### src/rtl/alu_arbiter.sv
// alu_arbiter: shares one combinational ALU between two requesters.
// Requester 0 is the core execute stage; requester 1 is the DMA/peripheral side.
// A request is granted round-robin and its operands are latched. The ALU is
// driven for one EXEC cycle, and its result is returned on a valid/ready
// response channel. The block also owns the {Z,C,S,O} status register that
// feeds the ALU CFlags input.
//
// Ports:
//   clk, rst_n            clock, asynchronous active-low reset
//   req_valid/req_ready   per-requester handshake (ready is combinational, one-hot or zero)
//   req_op1/op2/mode/setf per-requester payload, requester 0 in the low slice
//   rsp_valid/rsp_ready   response handshake
//   rsp_id/data/flags     owner, result and carry-masked flags of the response
//   status                status register {Z,C,S,O}
//   alu_op1/op2/mode/en   drive to the ALU; alu_cflags mirrors status
//   alu_out/alu_flags     result and flags returned by the ALU
module alu_arbiter #(
  parameter int DATA_W = 8,
  parameter int MODE_W = 4
) (
  input  logic                clk,
  input  logic                rst_n,
  input  logic [1:0]          req_valid,
  output logic [1:0]          req_ready,
  input  logic [2*DATA_W-1:0] req_op1,
  input  logic [2*DATA_W-1:0] req_op2,
  input  logic [2*MODE_W-1:0] req_mode,
  input  logic [1:0]          req_setf,
  output logic                rsp_valid,
  input  logic                rsp_ready,
  output logic                rsp_id,
  output logic [DATA_W-1:0]   rsp_data,
  output logic [3:0]          rsp_flags,
  output logic [3:0]          status,
  output logic [DATA_W-1:0]   alu_op1,
  output logic [DATA_W-1:0]   alu_op2,
  output logic [MODE_W-1:0]   alu_mode,
  output logic                alu_en,
  output logic [3:0]          alu_cflags,
  input  logic [DATA_W-1:0]   alu_out,
  input  logic [3:0]          alu_flags
);

  typedef enum logic [1:0] {IDLE, EXEC, RESP} state_t;

  state_t              state_q,     state_d;
  logic                prio_q,      prio_d;
  logic [3:0]          status_q,    status_d;
  logic                rsp_valid_q, rsp_valid_d;
  logic                rsp_id_q,    rsp_id_d;
  logic [DATA_W-1:0]   rsp_data_q,  rsp_data_d;
  logic [3:0]          rsp_flags_q, rsp_flags_d;
  logic [DATA_W-1:0]   op1_q,       op1_d;
  logic [DATA_W-1:0]   op2_q,       op2_d;
  logic [MODE_W-1:0]   mode_q,      mode_d;
  logic                setf_q,      setf_d;

  logic                gnt_vld;
  logic                gnt_id;

  // The ALU leaves carry undefined outside its arithmetic modes. For those
  // modes the previous C is carried forward instead of a meaningless bit.
  function automatic logic [3:0] mask_carry(input logic [MODE_W-1:0] mode,
                                            input logic [3:0]        flags,
                                            input logic              old_c);
    logic arith;
    arith = (mode == MODE_W'(0))  || (mode == MODE_W'(1)) ||
            (mode == MODE_W'(7))  || (mode == MODE_W'(8)) ||
            (mode == MODE_W'(9))  || (mode == MODE_W'(15));
    return {flags[3], (arith ? flags[2] : old_c), flags[1], flags[0]};
  endfunction

  // A lone requester always wins; prio only breaks ties.
  always_comb begin
    gnt_vld = |req_valid;
    gnt_id  = prio_q;
    if (req_valid == 2'b01) gnt_id = 1'b0;
    else if (req_valid == 2'b10) gnt_id = 1'b1;
  end

  // Gated by rst_n so no handshake can complete while reset is held.
  assign req_ready = (rst_n && (state_q == IDLE) && gnt_vld) ?
                     (gnt_id ? 2'b10 : 2'b01) : 2'b00;

  always_comb begin
    state_d     = state_q;
    prio_d      = prio_q;
    status_d    = status_q;
    rsp_valid_d = rsp_valid_q;
    rsp_id_d    = rsp_id_q;
    rsp_data_d  = rsp_data_q;
    rsp_flags_d = rsp_flags_q;
    op1_d       = op1_q;
    op2_d       = op2_q;
    mode_d      = mode_q;
    setf_d      = setf_q;
    case (state_q)
      // IDLE: accept and latch the granted payload
      IDLE: begin
        if (gnt_vld) begin
          op1_d    = gnt_id ? req_op1[2*DATA_W-1:DATA_W] : req_op1[DATA_W-1:0];
          op2_d    = gnt_id ? req_op2[2*DATA_W-1:DATA_W] : req_op2[DATA_W-1:0];
          mode_d   = gnt_id ? req_mode[2*MODE_W-1:MODE_W] : req_mode[MODE_W-1:0];
          setf_d   = req_setf[gnt_id];
          rsp_id_d = gnt_id;
          state_d  = EXEC;
        end
      end
      // EXEC: ALU is driven, capture result and flags
      EXEC: begin
        rsp_data_d  = alu_out;
        rsp_flags_d = mask_carry(mode_q, alu_flags, status_q[2]);
        if (setf_q) status_d = mask_carry(mode_q, alu_flags, status_q[2]);
        rsp_valid_d = 1'b1;
        state_d     = RESP;
      end
      // RESP: hold the response until consumed, then hand priority over
      RESP: begin
        if (rsp_ready) begin
          rsp_valid_d = 1'b0;
          prio_d      = ~rsp_id_q;
          state_d     = IDLE;
        end
      end
      default: state_d = IDLE;
    endcase
  end

  always_ff @(posedge clk or negedge rst_n) begin
    if (!rst_n) begin
      state_q     <= IDLE;
      prio_q      <= 1'b0;
      status_q    <= '0;
      rsp_valid_q <= 1'b0;
      rsp_id_q    <= 1'b0;
      rsp_data_q  <= '0;
      rsp_flags_q <= '0;
      op1_q       <= '0;
      op2_q       <= '0;
      mode_q      <= '0;
      setf_q      <= 1'b0;
    end else begin
      state_q     <= state_d;
      prio_q      <= prio_d;
      status_q    <= status_d;
      rsp_valid_q <= rsp_valid_d;
      rsp_id_q    <= rsp_id_d;
      rsp_data_q  <= rsp_data_d;
      rsp_flags_q <= rsp_flags_d;
      op1_q       <= op1_d;
      op2_q       <= op2_d;
      mode_q      <= mode_d;
      setf_q      <= setf_d;
    end
  end

  assign rsp_valid  = rsp_valid_q;
  assign rsp_id     = rsp_id_q;
  assign rsp_data   = rsp_data_q;
  assign rsp_flags  = rsp_flags_q;
  assign status     = status_q;
  assign alu_op1    = op1_q;
  assign alu_op2    = op2_q;
  assign alu_mode   = mode_q;
  assign alu_en     = (state_q == EXEC);
  assign alu_cflags = status_q;

endmodule

### config.mk
export PLATFORM = sky130hd
export DESIGN_NAME = alu_arbiter
export DESIGN_NICKNAME = d
export VERILOG_FILES = /design/src/rtl/alu_arbiter.sv
export SDC_FILE = /design/constraint.sdc
export NUM_CORES = 1
export LEC_CHECK = 0
export BUFFER_PORTS_ARGS = -buffer_cell sky130_fd_sc_hd__buf_2
export CAP_MARGIN = 0
export CORE_ASPECT_RATIO = 2
export CORE_MARGIN = 10
export CORE_UTILIZATION = 49
export CTS_CLUSTER_SIZE = 24
export DETAILED_ROUTE_END_ITERATION = 7
export GPL_ROUTABILITY_DRIVEN = 0
export GPL_TIMING_DRIVEN = 0
export HOLD_SLACK_MARGIN = 0.05
export PLACE_DENSITY = 0.89
export REMOVE_ABC_BUFFERS = 1
export SLEW_MARGIN = 20
export SYNTH_ARGS = -nofsm -noshare
export SYNTH_HDL_FRONTEND = slang
export SYNTH_SLANG_ARGS = --single-unit
### constraint.sdc
create_clock -name clk -period 2.3 [get_ports clk]
set_input_delay 0.345 -clock clk [delete_from_list [all_inputs] [get_ports clk]]
set_output_delay 0.345 -clock clk [all_outputs]
set_load 0.05 [all_outputs]
# [After elaboration in Yosys (flattened, before gate mapping)]
# Index checks and enable logic that the tools add are counted.
[classes] muxes=15 n_bitwise=1 n_eq_ne=11 n_reduce_logical=16 n_lt_le_gt_ge=1
[op_table] cell="8-bit 2-to-1 mux" n=2
[op_table] cell="4-bit == test (second input constant)" n=3
[op_table] cell="2-bit AND reduction" n=5
[op_table] cell="2-bit 2-to-1 mux" n=4
[op_table] cell="1-bit 2-to-1 mux" n=6
[op_table] cell="2-bit one-hot mux with 3 select lines" n=1
[op_table] cell="1-bit logical OR" n=5
[op_table] cell="2-bit by 1-bit == test with 1-bit output (second input constant)" n=2
[op_table] cell="2-bit == test (second input constant)" n=2
[op_table] cell="4-bit by 1-bit == test with 1-bit output (second input constant)" n=1
[op_table] cell="4-bit by 3-bit == test with 1-bit output (second input constant)" n=1
[op_table] cell="4-bit zero test" n=1
[op_table] cell="4-bit 2-to-1 mux" n=1
[op_table] cell="2-bit != test (second input constant)" n=2
[op_table] cell="1-bit logical AND" n=2
[op_table] cell="2-bit zero test" n=1
[op_table] cell="1-bit by 2-bit < comparator with 1-bit output (second input constant)" n=1
[op_table] cell="1-bit one-hot mux with 2 select lines" n=1
[op_table] cell="2-bit nonzero test" n=1
[op_table] cell="2-bit OR reduction" n=1
[op_table] cell="1-bit inverter" n=1
[word_totals] register_bits=42 out_inout_bits=45 word_cells=55

# [Logic depth before layout (Yosys ltp)]
# Gate-level depths: netlist of the first run.
[depth] depth_word=7 mapped_depth=5

# [Least setup slack after synthesis of the first run]
# No wires, ideal clock.
[synth_timing] kind="reg2out" start="register state_q[1]" end="output req_ready[1]" path_stages_with_launch=5 required_time_ns=1.955 arrival_time_ns=1.811 setup_slack_ns=0.144 path_cell_list="dfrtp_1 -> or2_1 -> buf_2 -> buf_6 -> nor4b_2"
[synth_between] elab_chain_cells=4
[synth_lines] element="start: declaration" line="46" rtl="state_t state_q, state_d;"
[synth_lines] element="start signal: assignment" line="143" rtl="state_q <= state_d;"
[synth_lines] element="2-bit zero test" line="82" rtl="assign req_ready = (rst_n && (state_q == IDLE) && gnt_vld) ?"
[synth_lines] element="1-bit logical AND (2 in a row)" line="82"
[synth_lines] element="2-bit 2-to-1 mux" line="82"
[synth_lines] element="end: declaration" line="24" rtl="output logic [1:0] req_ready,"
# No other way between the ends.

# [Final worst setup path of the first run]
[layout_timing] start="register state_q[1]" end="output req_ready[0]"
# The elaborated chain is that of the path after synthesis.

==> summary.md, run 1 <==
Power and ir drop
* 0.564 — net switching share of the total power
* 0.287 — Seq pwr share
* 1770 nW/um^2 — power per cell area
* 0.622 — Comb pwr share
* 1020 uV — IR drop worst, VDD
* 4.81 mW — total power
* 2.10 mW — Power Internal
* 1.28 nW — leak pwr
* 0.092 — clock network fraction of total power
* 2.71 mW — net load switching power

Global routing
* 45 — pin count of the biggest net entering global routing
* 0 — total grt overflow
* 11.1 mm — global-route wire length before repair
* 0 — initial antenna violation count
* 2262 — vias in the first global route
* 0.182 — gr usage total

Detailed routing
* 75 — iteration-0 DRC count of the detailed router
* 20.7 um — routed wirelength normalized by instance count
* 0 — DRC violation count after routing
* 4 — total iterations of the first detailed-routing run
* 6.15 — per-cell via count in the routed design
* 0 — number of nets with antenna violations after detailed routing
* 6.98 mm — routed wire length
* 2073 — via count of the routed design

Clock network
* yes — clock tree from TritonCTS
* 42 — Sink Count
* 5 — clock buffers created by TritonCTS
* 2 — CTS H-tree lvls
* 0.28 ns — clock latency reported for the late side of the worst-skew pair
* 2 — largest buffer count on any clock path
* 0.08 ns — clock-pin slew of the registers on the worst-case setup and hold paths
* sky130_fd_sc_hd__clkbuf_8 — CTS root buf
* 0 — number of hold buffers added after cts

Timing
* true — unrepaired setup endpoints after global routing
* 0.00495 ns — Final Skew
* 0.374 — Slew HR
* 0 — Hold Fails Final Rpt
* 0 — number of slew-limit violations in the final report
* 0.980 — part of the cycle the worst path needs
* 0.939 ns — Tightest Pin Transition
* 0 — number of endpoints failing setup at the final stage
* 0.444 GHz — Max Fclk
* 2.25 ns — final critical delay including setup and external delays

Final layout
* 0 — diode count
* 344 — final-stage net count
* 337 — Cell Count, Final, Fillers Out
* 27.4% — post-synthesis to final-layout area growth
* 0.652 — end-of-flow core utilization
* 0.488 — share of layout cells above drive strength 1

Logic synthesis
* sky130_fd_sc_hd__dfrtp_1 — largest area contributor in the netlist
* 0.492 — Synth top area share
* 2130 um^2 — Syn Std Cell Area
* 0 — yosys synthesis warning count
* 10.7 um^2 — average footprint of a synthesized cell
* 30 — Yosys cell types
* 0.492 — sequential cell area fraction in the yosys report
* 42 — Seq cells post-synth
* 199 — post-synthesis cell count
* sky130_fd_sc_hd__dfrtp_1 (49%), sky130_fd_sc_hd__o2111ai_1 (17%), sky130_fd_sc_hd__o21ai_0 (5.9%) — top cells by area, synth

Worst setup path
* 1 — worst path buffer plus inverter count
* 1.96 ns — critical path required time
* simple AND/OR/NAND/NOR gates — largest delay contributor family on the critical path
* or2_2 > nor2_1 > and3_1 > buf_2 — critical path cell sequence
* output pin — type of element capturing the critical path
* 25 — largest fanout on the critical path
* sky130_fd_sc_hd__or2_2 — slowest stage cell on the critical path
* 0.52 ns — longest individual stage delay on the worst path
* 0.44 ns — Worst R2R Setup Slack
* flop to output pin — kind of critical path
* 1.91 ns — arrival time at the worst endpoint
* flop — kind of start point of the critical path

Placed design
* 5.00 mm — detailed placement HPWL
* 103 — input/output buffers
* 329 — DP Cell Count

Die
* 113 um — y dimension of the die
* 104 — I/O pin count
* 4170 um^2 — core area
* 33 — Cell Rows
* 66.7 um — die width
* 0.512 — effective utilization at floorplan
* 7560 um^2 — Die Outline Area

Run status
* finished clean — result of the run

Flow run
* 0 — number of max-cap violations

Worst hold path
* input pin to async pin — path class of the lowest-slack min-delay path

==> placed cells by master, fill, tap and decap left out, types with 2 or more instances in the layout <==
master,netlist,layout
sky130_fd_sc_hd__clkbuf_8,0,5
sky130_fd_sc_hd__nand3_1,21,21
sky130_fd_sc_hd__nor2_1,5,3
sky130_fd_sc_hd__dfrtp_1,42,41
sky130_fd_sc_hd__inv_1,2,2
sky130_fd_sc_hd__o2111ai_1,42,42
sky130_fd_sc_hd__mux2_2,11,11
sky130_fd_sc_hd__and3_1,2,2
sky130_fd_sc_hd__mux2_4,3,3
sky130_fd_sc_hd__buf_4,5,2
sky130_fd_sc_hd__or2_2,2,3
sky130_fd_sc_hd__buf_2,5,101
sky130_fd_sc_hd__clkinv_2,0,2
sky130_fd_sc_hd__a21oi_1,2,2
sky130_fd_sc_hd__o21ai_0,25,25
==> layout make-up <==
cell class              instances  area (um^2)
clock inverters                 2         10.0
fillers                       406         1450
well taps                      52         65.1
inverters                       4         17.5
multi-input cells             126          937
repair buffers                106          567
flip-flops and latches         42         1050
clock buffers                   5         68.8
==> registers in the layout (all words and copies together) (netlist names) <==
name,count
alu_cflags,4
alu_mode,4
alu_op1,8
alu_op2,8
prio_q,1
rsp_data,8
rsp_flags,4
rsp_id,1
rsp_valid,1
setf_q,1
state_q,2
==> worst reg2reg max path: cells and delay by family, from the launching register on <==
family	cells	cell delay, ns
multiplexers	1	0.34
AND/OR/NAND/NOR	2	0.92
flip-flops	1	0.48
==> cell usage after synthesis, drive strengths merged <==
cell type and count:
a21boi 1, a21oi 2, a31oi 1, a41oi 1, and3 2, buf 12, clkbuf 15, dfrtp 42
inv 4, maj3 1, mux2 14, mux2i 1, nand2 2, nand3 21, nand3b 1, nor2 5
nor2b 1, nor3b 1, nor4b 1, o2111ai 42, o21ai 25, o31ai 1, or2 3
==> path summary, 6_finish.rpt <==
kind / start / end / cells past startpoint
min reg2reg: rsp_data[4] / rsp_data[4] / 1
min in group clk: alu_out[0] / rsp_data[0] / 2
max reg2reg: state_q[0] / alu_cflags[1] / 3
max: state_q[1] / req_ready[0] / 4
min: rst_n / alu_op1[6] / 1
max in group asynchronous: rst_n / prio_q / 1
==> cells by family (layout without fill, tap and decap cells) <==
| group | Yosys count | in the layout | share of synthesized area |
|---|---|---|---|
| compound gates | 73 | 73 | 0.250 |
| mux | 15 | 15 | 0.0838 |
| simple gates | 37 | 37 | 0.0944 |
| flops | 42 | 42 | 0.492 |
| buf+inv | 31 | 117 | 0.0744 |
| fa+ha+maj | 1 | 1 | 0.00528 |
==> power groups by stage <==
stage                     Clock, mW  Sequential, mW  Combinational, mW
after detailed placement          0            1.40               2.96
after global routing          0.486            1.43               3.17
after global placement            0            1.37               2.81
after floorplan                   0            2.63              0.848
after CTS                     0.452            1.37               3.02
final                         0.441            1.38               2.99
==> per-stage QoR <==
stage | worst slack, ns | setup TNS (ns) | hold WS, ns | instance area [um^2]
finish | 0.0465 | 0 | 0.195 | 2720
global route | -0.0547 | -0.102 | 0.280 | 2720
CTS | 0.0147 | 0 | 0.230 | 2720
detailed placement | -0.291 | -0.385 | 0.490 | 2620
global placement | -0.492 | -9.65 | 0.478 | 2570
floorplan | -0.304 | -1.47 | 0.0494 | 1990
==> what timing repair did <==
item,CTS,global route
setup buffers,1,0
setup endpoints to repair,2,3
hold endpoints to repair,0,0
gates resized for setup,5,1
==> routing by layer <==
layer  wire length, um  vias up  track usage
met5                 0        -            0
met4               211        0       0.0942
met3               657       14       0.0534
met2              3690      108        0.308
met1              2420      999        0.193
li1                  -      952            -
Power figures use the tool's default switching activity.
==> inputs of run 2 (changes only) <==
--- a/config.mk
+++ b/config.mk
@@ -15,7 +15,7 @@
 export GPL_ROUTABILITY_DRIVEN = 0
 export GPL_TIMING_DRIVEN = 0
 export HOLD_SLACK_MARGIN = 0.05
-export PLACE_DENSITY = 0.89
+export PLACE_DENSITY = 0.93
 export REMOVE_ABC_BUFFERS = 1
 export SLEW_MARGIN = 20
 export SYNTH_ARGS = -nofsm -noshare
==> run 2 against run 1 <==
Effect of this change: sequential share of layout area is 0.089 points lower; highest routed layer unchanged; largest power group unchanged; clock-buffer cell count up 2; clock skew grew 0.0058 ns; largest cell class unchanged; sequential power is essentially flat; fmax up 6.2%; design area grew 0.23%; via count down 1.5%; power up 0.34%; utilization is 0.15 points higher; worst setup slack improved by 0.13 ns; register-to-register slack better by 0.27 ns; critical path type is now input pin to output pin.
==> summary.md, run 2 (same netlist as run 1, synthesis figures left out) <==
Timing
* 0.922 — part of the cycle the worst path needs
* 0.952 ns — Tightest Pin Transition
* 0.471 GHz — Max Fclk
* 0.365 — Slew HR
* 0 — number of slew-limit violations in the final report
* 0 — Hold Fails Final Rpt
* false — unrepaired setup endpoints after global routing
* 0 — number of endpoints failing setup at the final stage
* 0.0107 ns — Final Skew
* 0.179 ns — setup slack after layout
* 2.12 ns — final critical delay including setup and external delays

Clock network
* 0.29 ns — clock latency reported for the late side of the worst-skew pair
* 42 — Sink Count
* 5 — clock buffers created by TritonCTS
* 0.08 ns — clock-pin slew of the registers on the worst-case setup and hold paths
* 0 — number of hold buffers added after cts
* 2 — largest buffer count on any clock path
* sky130_fd_sc_hd__clkbuf_8 — CTS root buf
* yes — clock tree from TritonCTS
* 2 — CTS H-tree lvls

Worst setup path
* 23 — largest fanout on the critical path
* sky130_fd_sc_hd__buf_4 — CP dominant cell by count
* 1.96 ns — critical path required time
* output pin — type of element capturing the critical path
* sky130_fd_sc_hd__maj3_2 — slowest stage cell on the critical path
* 1.78 ns — arrival time at the worst endpoint
* buf_4 > inv_2 > maj3_2 > nor4b_2 > buf_4 — critical path cell sequence
* input pin — kind of start point of the critical path
* input pin to output pin — kind of critical path
* 0.40 ns — longest individual stage delay on the worst path

Global routing
* 0.181 — gr usage total
* 10.8 mm — global-route wire length before repair
* 0 — total grt overflow
* 2064 — vias in the first global route
* 45 — pin count of the biggest net entering global routing
* 0 — initial antenna violation count

Detailed routing
* 0 — DRC violation count after routing
* 20.6 um — routed wirelength normalized by instance count
* 85 — iteration-0 DRC count of the detailed router
* 4 — total iterations of the first detailed-routing run
* 6.06 — per-cell via count in the routed design
* 2041 — via count of the routed design
* 0 — number of nets with antenna violations after detailed routing
* 6.93 mm — routed wire length

Power and ir drop
* 1.28 nW — leak pwr
* 880 uV — IR drop worst, VDD
* 1770 nW/um^2 — power per cell area

Final layout
* 27.7% — post-synthesis to final-layout area growth
* 0 — diode count
* sky130_fd_sc_hd__buf_2 — most frequent standard cell in the layout excluding fill and tap cells
* 337 — Cell Count, Final, Fillers Out
* sky130_fd_sc_hd__buf_2 (101), sky130_fd_sc_hd__o2111ai_1 (42), sky130_fd_sc_hd__dfrtp_1 (41) — most frequent cells in the layout
* 379 — fill cell total of the finished layout
* 0.481 — share of layout cells above drive strength 1
* 0.654 — end-of-flow core utilization
* 344 — final-stage net count

Die
* 4170 um^2 — core area
* 113 um — y dimension of the die
* 0.512 — effective utilization at floorplan
* 7560 um^2 — Die Outline Area
* 104 — I/O pin count
* 66.7 um — die width
* 33 — Cell Rows

Placed design
* 4.85 mm — detailed placement HPWL
* 328 — DP Cell Count
* -0.294 ns — post-place setup slack
* 103 — input/output buffers

Worst hold path
* input pin to async pin — path class of the lowest-slack min-delay path

Flow run
* 0 — number of max-cap violations

Run status
* finished clean — result of the run

run 2: what timing repair did:
item,in CTS,in global routing
gates cloned,0,0
endpoints found under the setup margin,2,3
gates resized for setup,6,3
setup buffers,1,1
run 2: critical path, delay by kind of cell:
family / cells / cell delay [ns]
adder cells (fa/ha/maj): 1 / 0.40
buffers and inverters: 3 / 0.74
AND/OR/NAND/NOR: 1 / 0.28
run 2: cell type report:
cell class	instances	area, um^2	share of cell area
inverters	4	17.5	0.00642
flip-flops and latches	42	1050	0.387
repair buffers	106	563	0.207
multi-input cells	126	950	0.348
well taps	52	65.1	0.0239
clock buffers	7	76.3	0.0280
run 2: where the power goes:
part           switching, mW  total [mW]  internal [mW]
Sequential             0.245        1.36           1.11
Clock                  0.234       0.443          0.209
Combinational           2.22        3.03          0.803
run 2: path summary, 6_finish.rpt:
path / endpoint / slack (ns) / depth (start not counted) / startpoint
setup / recovery: req_ready[1] / 0.18 / 5 / req_valid[1]
hold / removal: alu_op2[3] / 0.19 / 1 / rst_n
setup reg to reg: alu_cflags[3] / 0.71 / 3 / state_q[0]
hold reg to reg: prio_q / 0.49 / 1 / rsp_id
max in group asynchronous: prio_q / 1.40 / 1 / rst_n
min in group clk: rsp_data[6] / 0.29 / 2 / alu_out[6]
run 2: routing by layer:
| metal | global-route usage | routed length [um] |
|---|---|---|
| met1 | 0.203 | 2520 |
| met5 | 0 | 0 |
| met2 | 0.300 | 3690 |
| met3 | 0.0484 | 508 |
| met4 | 0.0900 | 218 |
run 2: metrics by stage:
step	setup TNS, ns	power [mW]	area [um^2]	hold WS [ns]
finish	0	4.83	2730	0.192
global route	0	5.10	2730	0.280
CTS	0	4.83	2710	0.226
detailed placement	-0.381	4.34	2610	0.471
global placement	-9.01	4.17	2570	0.462
floorplan	-1.47	3.48	1990	0.0494
==> inputs of run 3 (changes only) <==
--- a/config.mk
+++ b/config.mk
@@ -10,6 +10,7 @@
 export CORE_ASPECT_RATIO = 2
 export CORE_MARGIN = 10
 export CORE_UTILIZATION = 49
+export CTS_BUF_LIST = sky130_fd_sc_hd__clkbuf_8 sky130_fd_sc_hd__clkbuf_16
 export CTS_CLUSTER_SIZE = 24
 export DETAILED_ROUTE_END_ITERATION = 7
 export GPL_ROUTABILITY_DRIVEN = 0
==> run 3 against run 2 <==
Effect of this change: final cell count did not move; design area stayed put; global-route usage did not move; critical path depth did not move; power is 0.19% lower; clock skew down 0.0029 ns; fmax is essentially flat; critical path type unchanged.
==> summary.md, run 3 (same netlist as run 1, synthesis figures left out) <==
Run status
* finished clean — result of the run

Die
* 33 — Cell Rows
* 4170 um^2 — core area
* 7560 um^2 — Die Outline Area
* 104 — I/O pin count
* 0.512 — effective utilization at floorplan
* 113 um — y dimension of the die
* 66.7 um — die width

Worst setup path
* 0.71 ns — Worst R2R Setup Slack
* output pin — type of element capturing the critical path
* input pin — kind of start point of the critical path
* 3 — cells on worst reg2reg path
* 1.96 ns — critical path required time
* 23 — largest fanout on the critical path
* 1.78 ns — arrival time at the worst endpoint
* input pin to output pin — kind of critical path

Timing
* 0.471 GHz — Max Fclk
* 0.197 ns — minimum hold slack
* 0.00783 ns — Final Skew
* 0.363 — Slew HR
* 0 — Hold Fails Final Rpt
* 0 ns — TNS Setup
* 0.923 — part of the cycle the worst path needs
* 2.12 ns — final critical delay including setup and external delays
* 0 — number of endpoints failing setup at the final stage
* 0 — number of slew-limit violations in the final report
* false — unrepaired setup endpoints after global routing
* 0.956 ns — Tightest Pin Transition

Power and ir drop
* 2.12 mW — Power Internal
* 0.282 — Seq pwr share
* 0.629 — Comb pwr share
* 4.82 mW — total power
* 1.29 nW — leak pwr
* 876 uV — IR drop worst, VDD
* 2.70 mW — net load switching power
* 0.090 — clock network fraction of total power
* 1770 nW/um^2 — power per cell area
* 0.561 — net switching share of the total power

Placed design
* 2610 um^2 — standard cell area after detailed placement
* 4.85 mm — detailed placement HPWL
* 328 — DP Cell Count
* 103 — input/output buffers

Final layout
* sky130_fd_sc_hd__buf_2 — most frequent standard cell in the layout excluding fill and tap cells
* 0 — diode count
* 0.481 — share of layout cells above drive strength 1
* 27.7% — post-synthesis to final-layout area growth
* 2730 um^2 — Finished Cell Area
* 337 — Cell Count, Final, Fillers Out
* sky130_fd_sc_hd__buf_2 (101), sky130_fd_sc_hd__o2111ai_1 (42), sky130_fd_sc_hd__dfrtp_1 (41) — most frequent cells in the layout
* 344 — final-stage net count

Worst hold path
* input pin to async pin — path class of the lowest-slack min-delay path

Flow run
* 0 — number of max-cap violations

Clock network
* 0 — number of hold buffers added after cts
* 2 — CTS H-tree lvls
* 2 — largest buffer count on any clock path
* yes — clock tree from TritonCTS
* 42 — Sink Count
* 0.08 ns — clock-pin slew of the registers on the worst-case setup and hold paths
* sky130_fd_sc_hd__clkbuf_8 — CTS root buf
* 5 — clock buffers created by TritonCTS
* 0.29 ns — clock latency reported for the late side of the worst-skew pair

Global routing
* 10.8 mm — global-route wire length before repair
* 2064 — vias in the first global route
* 0.181 — gr usage total
* 0 — total grt overflow
* 0 — initial antenna violation count
* 45 — pin count of the biggest net entering global routing

Detailed routing
* 0 — number of nets with antenna violations after detailed routing
* 2043 — via count of the routed design
* 85 — iteration-0 DRC count of the detailed router
* 6.06 — per-cell via count in the routed design
* 6.94 mm — routed wire length
* 4 — total iterations of the first detailed-routing run
* 0 — DRC violation count after routing
* 20.6 um — routed wirelength normalized by instance count

[run 3: layout make-up]
cell class                 instances  area [um^2]
inverter                           4         17.5
clock buffer                       5         68.8
fill                             379         1440
timing repair buffer             106          563
multi-input combinational        126          950
clock inverter                     2         7.51
sequential                        42         1050
tap                               52         65.1
[run 3: worst paths after layout]
path                              start             to
setup / recovery           req_valid[1]   req_ready[1]
hold / removal                    rst_n     alu_op2[3]
setup reg to reg             state_q[0]  alu_cflags[3]
hold reg to reg                  rsp_id         prio_q
max in group asynchronous         rst_n         prio_q
min in group clk             alu_out[6]    rsp_data[6]
[run 3: repair_timing]
| action | in CTS | in global routing |
|---|---|---|
| gates cloned | 0 | 0 |
| setup buffers | 1 | 1 |
| resized for setup | 6 | 3 |
| setup endpoints to repair | 2 | 3 |
[run 3: worst max-delay path: stages]
cell and delay [ns]:
sky130_fd_sc_hd__buf_4 0.25, sky130_fd_sc_hd__inv_2 0.25, sky130_fd_sc_hd__maj3_2 0.40, sky130_fd_sc_hd__nor4b_2 0.28
sky130_fd_sc_hd__buf_4 0.24
[run 3: power groups by stage]
stage / combinational [mW] / clock (mW) / sequential (mW)
2_1_floorplan: 0.848 / 0 / 2.63
3_3_place_gp: 2.80 / 0 / 1.37
3_5_place_dp: 2.94 / 0 / 1.40
4_1_cts: 2.99 / 0.446 / 1.38
5_1_grt: 3.21 / 0.478 / 1.40
6_report: 3.03 / 0.433 / 1.36
[run 3: layer usage]
metal | GRT usage | up-vias | wire length [um]
li1 | - | 947 | -
met1 | 0.203 | 998 | 2490
met2 | 0.300 | 84 | 3730
met3 | 0.0484 | 14 | 501
met4 | 0.0900 | 0 | 218
met5 | 0 | - | 0
[run 3: per-stage QoR]
step	util	setup WS, ns
floorplan	-	-0.304
global route	0.654	0.0554
global placement	0.617	-0.437
detailed placement	0.626	-0.294
CTS	0.649	0.0428
finish	0.654	0.178
